--- config.mk ---
export PLATFORM = sky130hd
export DESIGN_NAME = pipe_ctrl
export DESIGN_NICKNAME = d
export VERILOG_FILES = /design/src/rtl/pipe_ctrl_pkg.sv /design/src/rtl/pipe_scoreboard.sv /design/src/rtl/pipe_ctrl.sv
export SDC_FILE = /design/constraint.sdc
export NUM_CORES = 1
export LEC_CHECK = 0
export ABC_CLOCK_PERIOD_IN_PS = 3800
export BUFFER_PORTS_ARGS = -buffer_cell sky130_fd_sc_hd__buf_2
export CAP_MARGIN = 20
export CORE_ASPECT_RATIO = 1.25
export CORE_UTILIZATION = 45
export CTS_BUF_LIST = sky130_fd_sc_hd__clkbuf_16
export DETAILED_ROUTE_END_ITERATION = 12
export SKIP_LAST_GASP = 1
export SLEW_MARGIN = 25
export SYNTH_ARGS = -nofsm -noshare
export SYNTH_HDL_FRONTEND = slang
export SYNTH_SLANG_ARGS = --single-unit
--- constraint.sdc ---
create_clock -name clk -period 3.8 [get_ports clk]
set_clock_uncertainty 0.15 [all_clocks]
set_input_delay 0.38 -clock clk [delete_from_list [all_inputs] [get_ports clk]]
set_output_delay 0.38 -clock clk [all_outputs]
set_load 0.1 [all_outputs]
--- src/rtl/pipe_ctrl_pkg.sv ---
// Shared constants, FSM state encoding and helpers for the pipe_ctrl hazard/flush controller.
package pipe_ctrl_pkg;

  localparam int REG_ADDR_LEN     = 5;
  localparam int WIDTH            = 16;
  localparam int FLUSH_CYCLES_DEF = 2;

  typedef enum logic [1:0] {
    ST_RUN    = 2'd0,
    ST_FLUSH  = 2'd1,
    ST_DRAIN  = 2'd2,
    ST_HALTED = 2'd3
  } state_t;

  function automatic logic [WIDTH-1:0] sat_inc(input logic [WIDTH-1:0] v);
    return (v == {WIDTH{1'b1}}) ? v : v + 1'b1;
  endfunction

endpackage

--- src/rtl/pipe_scoreboard.sv ---
// Per-register 2-bit pending-write counters with two read-port lookups and an all-empty flag.
module pipe_scoreboard
  import pipe_ctrl_pkg::*;
#(
  parameter int ADDR_W = REG_ADDR_LEN
) (
  input  logic              clk,
  input  logic              rst,
  input  logic              i_inc_en,
  input  logic [ADDR_W-1:0] i_inc_addr,
  input  logic              i_dec_en,
  input  logic [ADDR_W-1:0] i_dec_addr,
  input  logic [ADDR_W-1:0] i_rs_addr,
  input  logic [ADDR_W-1:0] i_rt_addr,
  output logic [1:0]        o_rs_cnt,
  output logic [1:0]        o_rt_cnt,
  output logic              o_all_empty
);

  localparam int NREG = 1 << ADDR_W;

  logic [1:0]      r_pend [NREG];
  logic [NREG-1:0] w_inc;
  logic [NREG-1:0] w_dec;
  logic [NREG-1:0] w_busy;

  // Register 0 is excluded from every decode, so its counter stays at its reset value.
  always_comb begin
    w_inc  = '0;
    w_dec  = '0;
    w_busy = '0;
    for (int i = 1; i < NREG; i++) begin
      w_inc[i]  = i_inc_en && (i_inc_addr == ADDR_W'(i));
      w_dec[i]  = i_dec_en && (i_dec_addr == ADDR_W'(i));
      w_busy[i] = (r_pend[i] != 2'd0);
    end
  end

  always_ff @(posedge clk or posedge rst) begin
    if (rst) begin
      for (int i = 0; i < NREG; i++) r_pend[i] <= 2'd0;
    end else begin
      for (int i = 1; i < NREG; i++) begin
        if (w_inc[i] && !w_dec[i] && (r_pend[i] != 2'd3))
          r_pend[i] <= r_pend[i] + 2'd1;
        else if (w_dec[i] && !w_inc[i] && (r_pend[i] != 2'd0))
          r_pend[i] <= r_pend[i] - 2'd1;
      end
    end
  end

  assign o_rs_cnt    = r_pend[i_rs_addr];
  assign o_rt_cnt    = r_pend[i_rt_addr];
  assign o_all_empty = ~|w_busy;

endmodule

--- src/rtl/pipe_ctrl.sv ---
// Pipeline stall/flush/halt controller with a register-pending scoreboard.
// Optional write-through bypass of retiring registers: define PIPE_CTRL_FWD_EN.
module pipe_ctrl
  import pipe_ctrl_pkg::*;
#(
  parameter int FLUSH_CYCLES = FLUSH_CYCLES_DEF,
  parameter int REG_ADDR_LEN = pipe_ctrl_pkg::REG_ADDR_LEN
) (
  input  logic                    clk,
  input  logic                    rst,
  input  logic                    id_valid,
  input  logic [REG_ADDR_LEN-1:0] id_rs_addr,
  input  logic [REG_ADDR_LEN-1:0] id_rt_addr,
  input  logic                    id_rs_used,
  input  logic                    id_rt_used,
  input  logic                    id_wr_en,
  input  logic [REG_ADDR_LEN-1:0] id_rd_addr,
  input  logic                    id_halt,
  input  logic                    ex_branch_taken,
  input  logic                    wb_wr_en,
  input  logic [REG_ADDR_LEN-1:0] wb_wr_addr,
  output logic                    IsStall,
  output logic                    IsFlush,
  output logic                    halted,
  output logic [WIDTH-1:0]        stall_cnt
);

  localparam logic [1:0] FLUSH_LOAD = 2'(FLUSH_CYCLES);

  state_t           r_state;
  state_t           w_state_nxt;
  logic [1:0]       r_flush_cnt;
  logic [1:0]       w_flush_nxt;
  logic [WIDTH-1:0] r_stall_cnt;

  logic [1:0] w_rs_cnt;
  logic [1:0] w_rt_cnt;
  logic       w_all_empty;
  logic       w_rs_byp;
  logic       w_rt_byp;
  logic       w_hazard;
  logic       w_issue;
  logic       w_inc_en;

  pipe_scoreboard #(
    .ADDR_W(REG_ADDR_LEN)
  ) u_sb (
    .clk        (clk),
    .rst        (rst),
    .i_inc_en   (w_inc_en),
    .i_inc_addr (id_rd_addr),
    .i_dec_en   (wb_wr_en),
    .i_dec_addr (wb_wr_addr),
    .i_rs_addr  (id_rs_addr),
    .i_rt_addr  (id_rt_addr),
    .o_rs_cnt   (w_rs_cnt),
    .o_rt_cnt   (w_rt_cnt),
    .o_all_empty(w_all_empty)
  );

`ifdef PIPE_CTRL_FWD_EN
  // A last outstanding write retiring this cycle can be bypassed to the reader.
  assign w_rs_byp = (w_rs_cnt == 2'd1) && wb_wr_en && (wb_wr_addr == id_rs_addr);
  assign w_rt_byp = (w_rt_cnt == 2'd1) && wb_wr_en && (wb_wr_addr == id_rt_addr);
`else
  assign w_rs_byp = 1'b0;
  assign w_rt_byp = 1'b0;
`endif

  assign w_hazard = id_valid &&
                    ((id_rs_used && (w_rs_cnt != 2'd0) && !w_rs_byp) ||
                     (id_rt_used && (w_rt_cnt != 2'd0) && !w_rt_byp));

  // Same as id_valid & ~IsStall & ~IsFlush & RUN, written without reading the outputs back.
  assign w_issue  = (r_state == ST_RUN) && id_valid && !(w_hazard && !ex_branch_taken);
  assign w_inc_en = w_issue && id_wr_en && (id_rd_addr != '0);

  always_comb begin
    w_state_nxt = r_state;
    w_flush_nxt = r_flush_cnt;
    IsStall     = 1'b0;
    IsFlush     = 1'b0;
    halted      = 1'b0;
    case (r_state)
      ST_RUN: begin
        IsStall = w_hazard && !ex_branch_taken;
        if (ex_branch_taken) begin
          w_state_nxt = ST_FLUSH;
          w_flush_nxt = FLUSH_LOAD;
        end else if (w_issue && id_halt) begin
          w_state_nxt = ST_DRAIN;
        end
      end
      ST_FLUSH: begin
        IsFlush = 1'b1;
        if (ex_branch_taken) begin
          w_flush_nxt = FLUSH_LOAD;
        end else if (r_flush_cnt > 2'd1) begin
          w_flush_nxt = r_flush_cnt - 2'd1;
        end else begin
          w_state_nxt = ST_RUN;
          w_flush_nxt = 2'd0;
        end
      end
      ST_DRAIN: begin
        IsStall = 1'b1;
        if (ex_branch_taken) begin
          w_state_nxt = ST_FLUSH;
          w_flush_nxt = FLUSH_LOAD;
        end else if (w_all_empty) begin
          w_state_nxt = ST_HALTED;
        end
      end
      ST_HALTED: begin
        IsStall = 1'b1;
        halted  = 1'b1;
      end
      default: w_state_nxt = ST_RUN;
    endcase
  end

  always_ff @(posedge clk or posedge rst) begin
    if (rst) begin
      r_state     <= ST_RUN;
      r_flush_cnt <= 2'd0;
      r_stall_cnt <= '0;
    end else begin
      r_state     <= w_state_nxt;
      r_flush_cnt <= w_flush_nxt;
      if (IsStall) r_stall_cnt <= sat_inc(r_stall_cnt);
    end
  end

  assign stall_cnt = r_stall_cnt;

endmodule

==> results by group, run 1 <==
Status
  – Outcome: complete, no violations

Worst setup path
  – Critical Path Fanout Max: 14
  – Worst reg2reg path startpoint: u_sb.r_pend[18]
  – FF-to-FF End: u_sb.r_pend[34]
  – FF-to-FF path depth: 8
  – Crit path capture type: output pin
  – CP startpoint kind: flip-flop
  – Worst Setup Path Type: reg -> out
  – Data arrival, critical path: 3.14 ns
  – Flop2flop setup slack: 0.30 ns
  – CP required: 3.27 ns

Clock network
  – CTS tree: done
  – Postcts setup bufs: 0
  – CTS clock-pin slew for the worst setup and hold paths: 0.07 ns
  – Clock latency on the worst-skew pair: 0.34 ns
  – CTS root buffer: clkbuf_16
  – CTS-repair resized insts: 0
  – Max Root-Sink Buffers: 2
  – Sinks on Clock Net: 82
  – CTS Buf Count: 9
  – # hold bufs at CTS: 0
  – H-tree depth: 3

Global routing
  – Number of global-route vias before repair: 5619
  – Antenna violations before repair: 0
  – First-pass GRT wire length: 29990 um
  – All-Layer GR Usage: 0.2890
  – GRT overflow: 0
  – Pin count of the biggest net entering global routing: 50

Placement
  – Port Buffers: 47
  – Detailed Place HPWL: 14400 um
  – Routability cong.: 0.8770
  – Pre-CTS setup slack: 0.2638 ns

Power
  – Leakage power: 2.665 nW
  – Pwr dens: 567.6 nW/um^2
  – Peak VDD IR: 0.0005710 V

Logic synthesis
  – Number of flops mapped to enable cells by yosys: 0
  – Seq/Total Area, Yosys: 0.3505
  – Post-Syn Area per Cell: 8.211 sq um
  – Share of the synthesized area in the top cell type: 0.3505
  – Top post-synthesis cells by area: dfrtp_1, nor2_1, o21ai_0
  – Syn nets: 747
  – #FFs+latches synth: 82
  – Synth area leader: dfrtp_1
  – Netlist cell types: 65
  – Synthesized area: 5854 sq um
  – Ys flop type: dfrtp_1
  – Post-synth ARST share: 1.000
  – YS warnings: 2
  – Mapped Cells: 713

Die
  – Row Count: 46
  – Core area: 12660 sq um
  – Initial Util: 0.4624
  – Die Ht: 129.5 um
  – Die W: 104.0 um
  – # IOs: 48
  – Total die area: 13470 sq um

STA
  – Slew HR: 0.3998
  – Worst setup margin: 0.1261 ns
  – Fmax: 0.2722 GHz
  – Final setup violation count: 0
  – Final Hold Viols: 0
  – Fraction of the cycle the final worst path needs: 0.9668
  – WHS: 0.04128 ns
  – Max Slew Vio Count: 0
  – Slew @ Worst Pin: 0.9003 ns
  – Setup TNS: 0 ns
  – Final worst path period need: 3.674 ns
  – RSZ-0062 raised after global routing: no

Route
  – DR iter-0 viols: 317
  – Drt first pass iters: 5
  – Vias per cell: 6.424
  – Final wirelength: 18920 um
  – Vias after detailed routing: 5884
  – DRC Markers: 0
  – Final ANT Viol Nets: 0
  – WL/cell: 20.65 um

Flow run
  – Max_cap viols: 0

Layout
  – Layout cells sized above 1: 0.1404
  – Area occupied by multi-input gates: 3538 sq um
  – P&R area growth vs syn: 12.65%
  – Diodes inserted: 0
  – Register area: 2052 sq um
  – Fillers: 1209
  – Nets@finish: 777

Hold path
  – HP Class: in -> async
through the flow:
step                      instances  total power, mW  area [sq um]  utilization
after detailed placement        900            2.734          6260       0.4944
after CTS                       916            3.741          6595       0.5209
after floorplan                 713            2.351          5862            -
final                           916            3.744          6595       0.5209
after global routing            916            3.925          6595       0.5209
after global placement          900            2.687          6260       0.4944
logic make-up (layout without fill, tap and decap cells):
logic type,Yosys count,in the layout,synth area share
xor gates and xnor gates,16,16,0.02394
adders and majority gates,5,5,0.01069
AOI/OAI and AO/OA,194,194,0.2351
and+or+nand+nor,327,327,0.2830
DFF,82,82,0.3505
buffers and inverters,71,106,0.04830
muxes,18,18,0.04851
report_power, final:
group	internal (mW)	leakage [nW]	switching, mW
logic	0.471	1.45	0.921
clock network	0.637	0.170	0.372
registers	1.07	1.05	0.275
per-layer routing:
layer  GRT usage  share of wire  vias up
li1            -              -     2752
met1      0.3454           0.40     2857
met2      0.5047           0.50      224
met3     0.03924          0.052       51
met4      0.1622          0.047        0
met5           0              0        -
final cells by class:
type                       instances  share of cell area
multi-input combinational        560              0.5365
timing repair buffer              56             0.05009
sequential                        82              0.3111
inverter                          34             0.01954
tap                              168             0.03187
clock inverter                     7             0.01670
clock buffer                       9             0.03415
critical path, stage by stage (launching register included):
cell and delay (ns):
dfrtp_1 0.47, nor2_1 0.13, mux4_2 0.48, mux4_2 0.46
a2111o_1 0.49, o21ai_4 0.24, a211oi_1 0.21, nor2_4 0.14
buf_12 0.18
state kept, by name, indices dropped and copies added, names as in the netlist:
signal / flops
stall_cnt: 16
u_sb.r_pend: 62
r_state: 2
r_flush_cnt: 2
cells in the final DEF, fill, tap and decap left out, types with 11 or more instances in the layout:
cell      n
xnor2_1  15
nand2_1  42
nand3_1  28
nor3_1   36
a21oi_1  32
dfrtp_1  82
inv_1    34
nor2_1   99
o21ai_0  38
nand4_1  20
a31oi_1  11
buf_2    46
nor4_1   29
worst max-delay path by stage:
stage                     from        endpoint  slack (ns)
3_3_place_gp     id_rs_addr[1]         IsStall        0.33
3_5_place_dp     id_rs_addr[1]  u_sb.r_pend[6]        0.26
2_1_floorplan    id_rs_addr[1]         IsStall        0.24
5_1_grt        u_sb.r_pend[61]         IsStall        0.06
4_1_cts        u_sb.r_pend[61]         IsStall        0.15
6_report       u_sb.r_pend[61]         IsStall        0.13
cells in the mapped netlist, drive strengths merged (3+ instances only):
| cell | n |
|---|---|
| a2111oi | 7 |
| a211o | 3 |
| a211oi | 7 |
| a21bo | 5 |
| a21boi | 6 |
| a21oi | 32 |
| a311oi | 6 |
| a31o | 6 |
| a31oi | 11 |
| a32o | 3 |
| and2 | 7 |
| and3 | 8 |
| and3b | 3 |
| and4 | 3 |
| buf | 11 |
| clkbuf | 26 |
| dfrtp | 82 |
| ha | 5 |
| inv | 34 |
| mux2 | 3 |
| mux2i | 7 |
| mux4 | 8 |
| nand2 | 42 |
| nand2b | 9 |
| nand3 | 28 |
| nand3b | 5 |
| nand4 | 20 |
| nor2 | 100 |
| nor2b | 9 |
| nor3 | 36 |
| nor3b | 4 |
| nor4 | 29 |
| o211ai | 7 |
| o21a | 7 |
| o21ai | 41 |
| o22a | 3 |
| o311a | 9 |
| o311ai | 5 |
| o31a | 6 |
| o31ai | 8 |
| o41ai | 6 |
| or2 | 8 |
| or3 | 6 |
| or4 | 5 |
| xnor2 | 15 |
Note: power is estimated with default switching activity, not from simulation.
==> run 2: changes to the inputs <==
- BUFFER_PORTS_ARGS: -buffer_cell sky130_fd_sc_hd__buf_2 -> -buffer_cell sky130_fd_sc_hd__buf_4
==> run 2 against run 1 <==
Maximum frequency grew 4.6%. Core utilization up 0.35 points. Critical path depth stayed put. Power decreased by 2.7%. First-iteration DRC count grew 26%. Critical endpoint unchanged. Largest cell class unchanged. Largest power group unchanged. Highest routed layer unchanged.
==> results by group, run 2 (synthesized netlist as in run 1, its figures left out) <==
Route
  – Drt first pass iters: 5
  – WL/cell: 21.17 um
  – Final wirelength: 19380 um
  – Vias per cell: 6.423
  – DRC Markers: 0
  – Final ANT Viol Nets: 0
  – DR iter-0 viols: 399
  – Vias after detailed routing: 5877

Clock network
  – Clock latency on the worst-skew pair: 0.35 ns
  – Postcts setup bufs: 0
  – Sinks on Clock Net: 82
  – CTS root buffer: clkbuf_16
  – H-tree depth: 3
  – Max Root-Sink Buffers: 2
  – CTS clock-pin slew for the worst setup and hold paths: 0.07 ns
  – CTS Buf Count: 9
  – # hold bufs at CTS: 0
  – CTS tree: done
  – CTS-repair resized insts: 0

Layout
  – Most common cell after layout, fill and taps aside: nor2_1
  – Nets@finish: 776
  – Most frequent cells in the layout: nor2_1, dfrtp_1, buf_4
  – Largest reg by FF count: u_sb.r_pend
  – Largest register FFs: 62
  – P&R area growth vs syn: 13.40%
  – Layout cells sized above 1: 0.1419
  – Diodes inserted: 0

Worst setup path
  – Data arrival, critical path: 2.98 ns
  – CP required: 3.27 ns
  – Crit path cell chain: nor2_1 -> mux4_2 -> mux4_2 -> a2111o_1 -> o21ai_4 -> a211oi_1 -> nor2_4 -> buf_4
  – CP startpoint kind: flip-flop
  – Crit path capture type: output pin
  – Slowest CP cell: mux4_2
  – Most frequent CP cell: mux4_2
  – CP peak stage delay: 0.50 ns
  – Critical Path Fanout Max: 4
  – Worst Setup Path Type: reg -> out

Placement
  – Port Buffers: 47
  – Detailed Place HPWL: 14870 um
  – Routability cong.: 0.9121

Global routing
  – All-Layer GR Usage: 0.2934
  – Pin count of the biggest net entering global routing: 60
  – Number of global-route vias before repair: 5712
  – Antenna violations before repair: 0
  – GRT overflow: 0
  – First-pass GRT wire length: 30260 um

STA
  – Fraction of the cycle the final worst path needs: 0.9244
  – Setup TNS: 0 ns
  – Max Slew Vio Count: 0
  – Slew @ Worst Pin: 0.7855 ns
  – Fmax: 0.2847 GHz
  – WHS: 0.02141 ns
  – Slew HR: 0.4715
  – RSZ-0062 raised after global routing: no
  – Final Hold Viols: 0
  – Final setup violation count: 0
  – Final worst path period need: 3.513 ns

Power
  – Peak VDD IR: 0.0006132 V
  – Leakage power: 2.650 nW
  – Final total power: 3.644 mW
  – Pwr dens: 548.8 nW/um^2

Flow run
  – Max_cap viols: 0

Hold path
  – HP Class: in -> async

Die
  – Core area: 12660 sq um
  – # IOs: 48
  – Total die area: 13470 sq um
  – Initial Util: 0.4624
  – Die W: 104.0 um
  – Row Count: 46
  – Die Ht: 129.5 um

Status
  – Outcome: complete, no violations
==> run 2: cell types whose count changed in the layout (fill, tap and decap cells not counted), sizes merged <==
cell      before  now
buf           56   55
bufinv         3    1
clkinv         3    1
clkinvlp       0    3
inv           35   36
==> run 2: worst max-delay path, delay by kind of cell (launching register included) <==
family / cells / cell delay (ns)
AOI/OAI and AO/OA: 3 / 0.74
buffers and inverters: 1 / 0.29
DFF: 1 / 0.41
muxes: 2 / 0.97
and+or+nand+nor: 2 / 0.23
==> run 2: final timing paths <==
| path | to | cells past startpoint | from | slack (ns) |
|---|---|---|---|---|
| worst min register to register | r_flush_cnt[0] | 1 | r_flush_cnt[0] | 0.35 |
| max in group asynchronous | u_sb.r_pend[43] | 3 | rst | 2.65 |
| worst max register to register | u_sb.r_pend[6] | 9 | u_sb.r_pend[34] | 0.41 |
| worst min-delay path | stall_cnt[5] | 2 | rst | 0.02 |
| min in group clk | r_flush_cnt[1] | 3 | ex_branch_taken | 0.25 |
| worst max-delay path | IsStall | 8 | u_sb.r_pend[34] | 0.29 |
==> run 2: final cells by class <==
class	instances	area [sq um]
fill	1233	6023
multi-input combinational	560	3538
sequential	82	2052
timing repair buffer	55	412.9
clock buffer	9	225.2
tap	168	210.2
inverter	34	130.1
clock inverter	7	70.07
==> run 2: per-layer routing <==
layer / global-route usage / vias to the layer above / part of all wire
met5: 0 / - / 0
met4: 0.1866 / 0 / 0.056
met3: 0.04628 / 59 / 0.056
met2: 0.5145 / 221 / 0.49
met1: 0.3367 / 2848 / 0.40
li1: - / 2749 / -
==> run 2: power breakdown <==
| part | switching, mW | internal, mW |
|---|---|---|
| combinational | 0.924 | 0.483 |
| sequential | 0.277 | 1.07 |
| clock | 0.384 | 0.508 |
| total | 1.59 | 2.06 |
==> run 2: per-stage QoR <==
| step | util | area (sq um) | instances | setup WS [ns] |
|---|---|---|---|---|
| 2_1_floorplan | - | 5862 | 713 | 0.2401 |
| 3_3_place_gp | 0.5009 | 6342 | 899 | 0.3391 |
| 3_5_place_dp | 0.5009 | 6342 | 899 | 0.2415 |
| 4_1_cts | 0.5242 | 6638 | 915 | 0.2841 |
| 5_1_grt | 0.5243 | 6639 | 915 | 0.1655 |
| 6_report | 0.5243 | 6639 | 915 | 0.2873 |
==> run 3: changes to the inputs <==
- CORE_ASPECT_RATIO: 1.25 -> 1.4
- CORE_UTILIZATION: 45 -> 35
==> run 3 against run 2 <==
The run now ends with DRC left. Sequential share of layout area down 0.19 points. Combinational power about the same. Critical path depth unchanged. Maximum frequency down 2.4%. Final cell count up 3.4%. Global-route usage down 6.2 points. Cell area up 0.60%. Power down 1.1%. Wire length up 1.1%. First-iteration DRC count up 20%. Largest power group unchanged. Non-clock buffer count unchanged.
==> results by group, run 3 (synthesized netlist as in run 1, its figures left out) <==
Layout
  – Most common cell after layout, fill and taps aside: nor2_1
  – Largest register FFs: 62
  – Layout cells sized above 1: 0.1352
  – Most frequent cells in the layout: nor2_1, dfrtp_1, buf_4
  – Largest reg by FF count: u_sb.r_pend
  – Final Cell Area: 6679 sq um
  – P&R area growth vs syn: 14.08%
  – Diodes inserted: 0
  – Final core utilization: 0.4112
  – Nets@finish: 776

Power
  – Comb pwr share: 0.387
  – Peak VDD IR: 0.0004770 V
  – Switching share of power: 0.4320
  – Clock network power share: 0.239
  – Leakage power: 2.661 nW
  – Reg power frac: 0.375
  – Int Pwr: 2.047 mW
  – Pwr dens: 539.5 nW/um^2
  – Net Switching: 1.557 mW

Global routing
  – Number of global-route vias before repair: 5978
  – Antenna violations before repair: 0
  – All-Layer GR Usage: 0.2316
  – First-pass GRT wire length: 30760 um
  – Pin count of the biggest net entering global routing: 58
  – GRT overflow: 0

STA
  – Final setup violation count: 0
  – Setup TNS: 0 ns
  – Final Hold Viols: 0
  – WHS: 0.2603 ns
  – Fraction of the cycle the final worst path needs: 0.9476
  – RSZ-0062 raised after global routing: no
  – Slew @ Worst Pin: 0.6466 ns
  – Fmax: 0.2777 GHz
  – Final worst path period need: 3.601 ns
  – Max Slew Vio Count: 0
  – Slew HR: 0.5649
  – Worst setup margin: 0.1991 ns

Worst setup path
  – Most frequent CP cell: mux4_2
  – CP required: 3.27 ns
  – CP startpoint kind: flip-flop
  – Delay-heaviest family, CP: multiplexers
  – Data arrival, critical path: 3.07 ns
  – CP bufs+invs: 1
  – Worst Setup Path Type: reg -> out
  – Crit path cell chain: nor2_1 -> mux4_2 -> mux4_2 -> a2111o_1 -> o21ai_4 -> a211oi_1 -> nor2_4 -> buf_4
  – CP peak stage delay: 0.49 ns
  – Crit path capture type: output pin
  – Critical Path Fanout Max: 4
  – Flop2flop setup slack: 0.33 ns
  – Slowest CP cell: mux4_2

Route
  – DR iter-0 viols: 480
  – Drt first pass iters: 9
  – Vias per cell: 6.279
  – DRC Markers: 4
  – Vias after detailed routing: 5940
  – WL/cell: 20.71 um
  – Final ANT Viol Nets: 0
  – Final wirelength: 19590 um

Die
  – # IOs: 48
  – Core area: 16240 sq um
  – Total die area: 17260 sq um
  – Initial Util: 0.3605
  – Row Count: 55
  – Die Ht: 155.0 um
  – Die W: 111.3 um

Clock network
  – CTS tree: done
  – CTS clock-pin slew for the worst setup and hold paths: 0.06 ns
  – CTS Buf Count: 9
  – CTS root buffer: clkbuf_16
  – Clock latency on the worst-skew pair: 0.35 ns
  – CTS-repair resized insts: 0
  – Sinks on Clock Net: 82
  – Max Root-Sink Buffers: 2
  – H-tree depth: 3

Placement
  – Detailed Place HPWL: 14760 um
  – Routability cong.: 0.9405
  – Placed cell areas: 6390 sq um
  – Pre-CTS setup slack: 0.3212 ns
  – Port Buffers: 47

Flow run
  – Max_cap viols: 0

Status
  – Outcome: finished, violations left
  – Failing checks: DRC

Hold path
  – HP Class: in -> reg
run 3: final timing paths:
check / end / depth (start not counted) / start
worst max-delay path: IsStall / 8 / u_sb.r_pend[54]
min in group asynchronous: stall_cnt[3] / 3 / rst
max in group asynchronous: u_sb.r_pend[10] / 4 / rst
worst max register to register: u_sb.r_pend[34] / 8 / u_sb.r_pend[18]
worst min-delay path: r_flush_cnt[1] / 3 / ex_branch_taken
worst min register to register: stall_cnt[15] / 1 / stall_cnt[15]
run 3: power groups by stage:
| stage | combinational (mW) | clock, mW | sequential (mW) |
|---|---|---|---|
| 3_5_place_dp | 1.39 | 0 | 1.35 |
| 6_report | 1.39 | 0.860 | 1.35 |
| 5_1_grt | 1.50 | 0.913 | 1.38 |
| 2_1_floorplan | 0.851 | 0 | 1.50 |
| 4_1_cts | 1.40 | 0.875 | 1.34 |
| 3_3_place_gp | 1.36 | 0 | 1.33 |
run 3: tightest hold or removal path, delay by kind of cell:
kind,cells,cell delay [ns]
AOI/OAI and AO/OA,2,0.20
buffers and inverters,1,0.13
run 3: through the flow:
stage,power (mW),cells
6_report,3.603,946
5_1_grt,3.790,946
4_1_cts,3.613,946
3_5_place_dp,2.745,929
3_3_place_gp,2.695,929
2_1_floorplan,2.351,713
run 3: what timing repair did:
item,4_1_cts,5_1_grt
endpoints found under the hold margin,55,0
hold buffers,1,0
setup buffers,0,0
run 3: metal layers:
metal	global-route usage	share of wire	wire length (um)	up-vias
met5	0	0	0	-
met4	0.1795	0.060	1178	0
met3	0.02922	0.059	1157	69
met2	0.4057	0.50	9756	241
met1	0.2551	0.38	7493	2889
li1	-	-	-	2741
run 3: final cells by class:
type | count | area [sq um]
Fill cell | 1627 | 9562
Multi-Input combinational cell | 560 | 3538
Sequential cell | 82 | 2052
Timing Repair Buffer | 55 | 427.9
Tap cell | 199 | 249.0
Clock buffer | 9 | 225.2
Inverter | 34 | 132.6
Clock inverter | 7 | 53.80
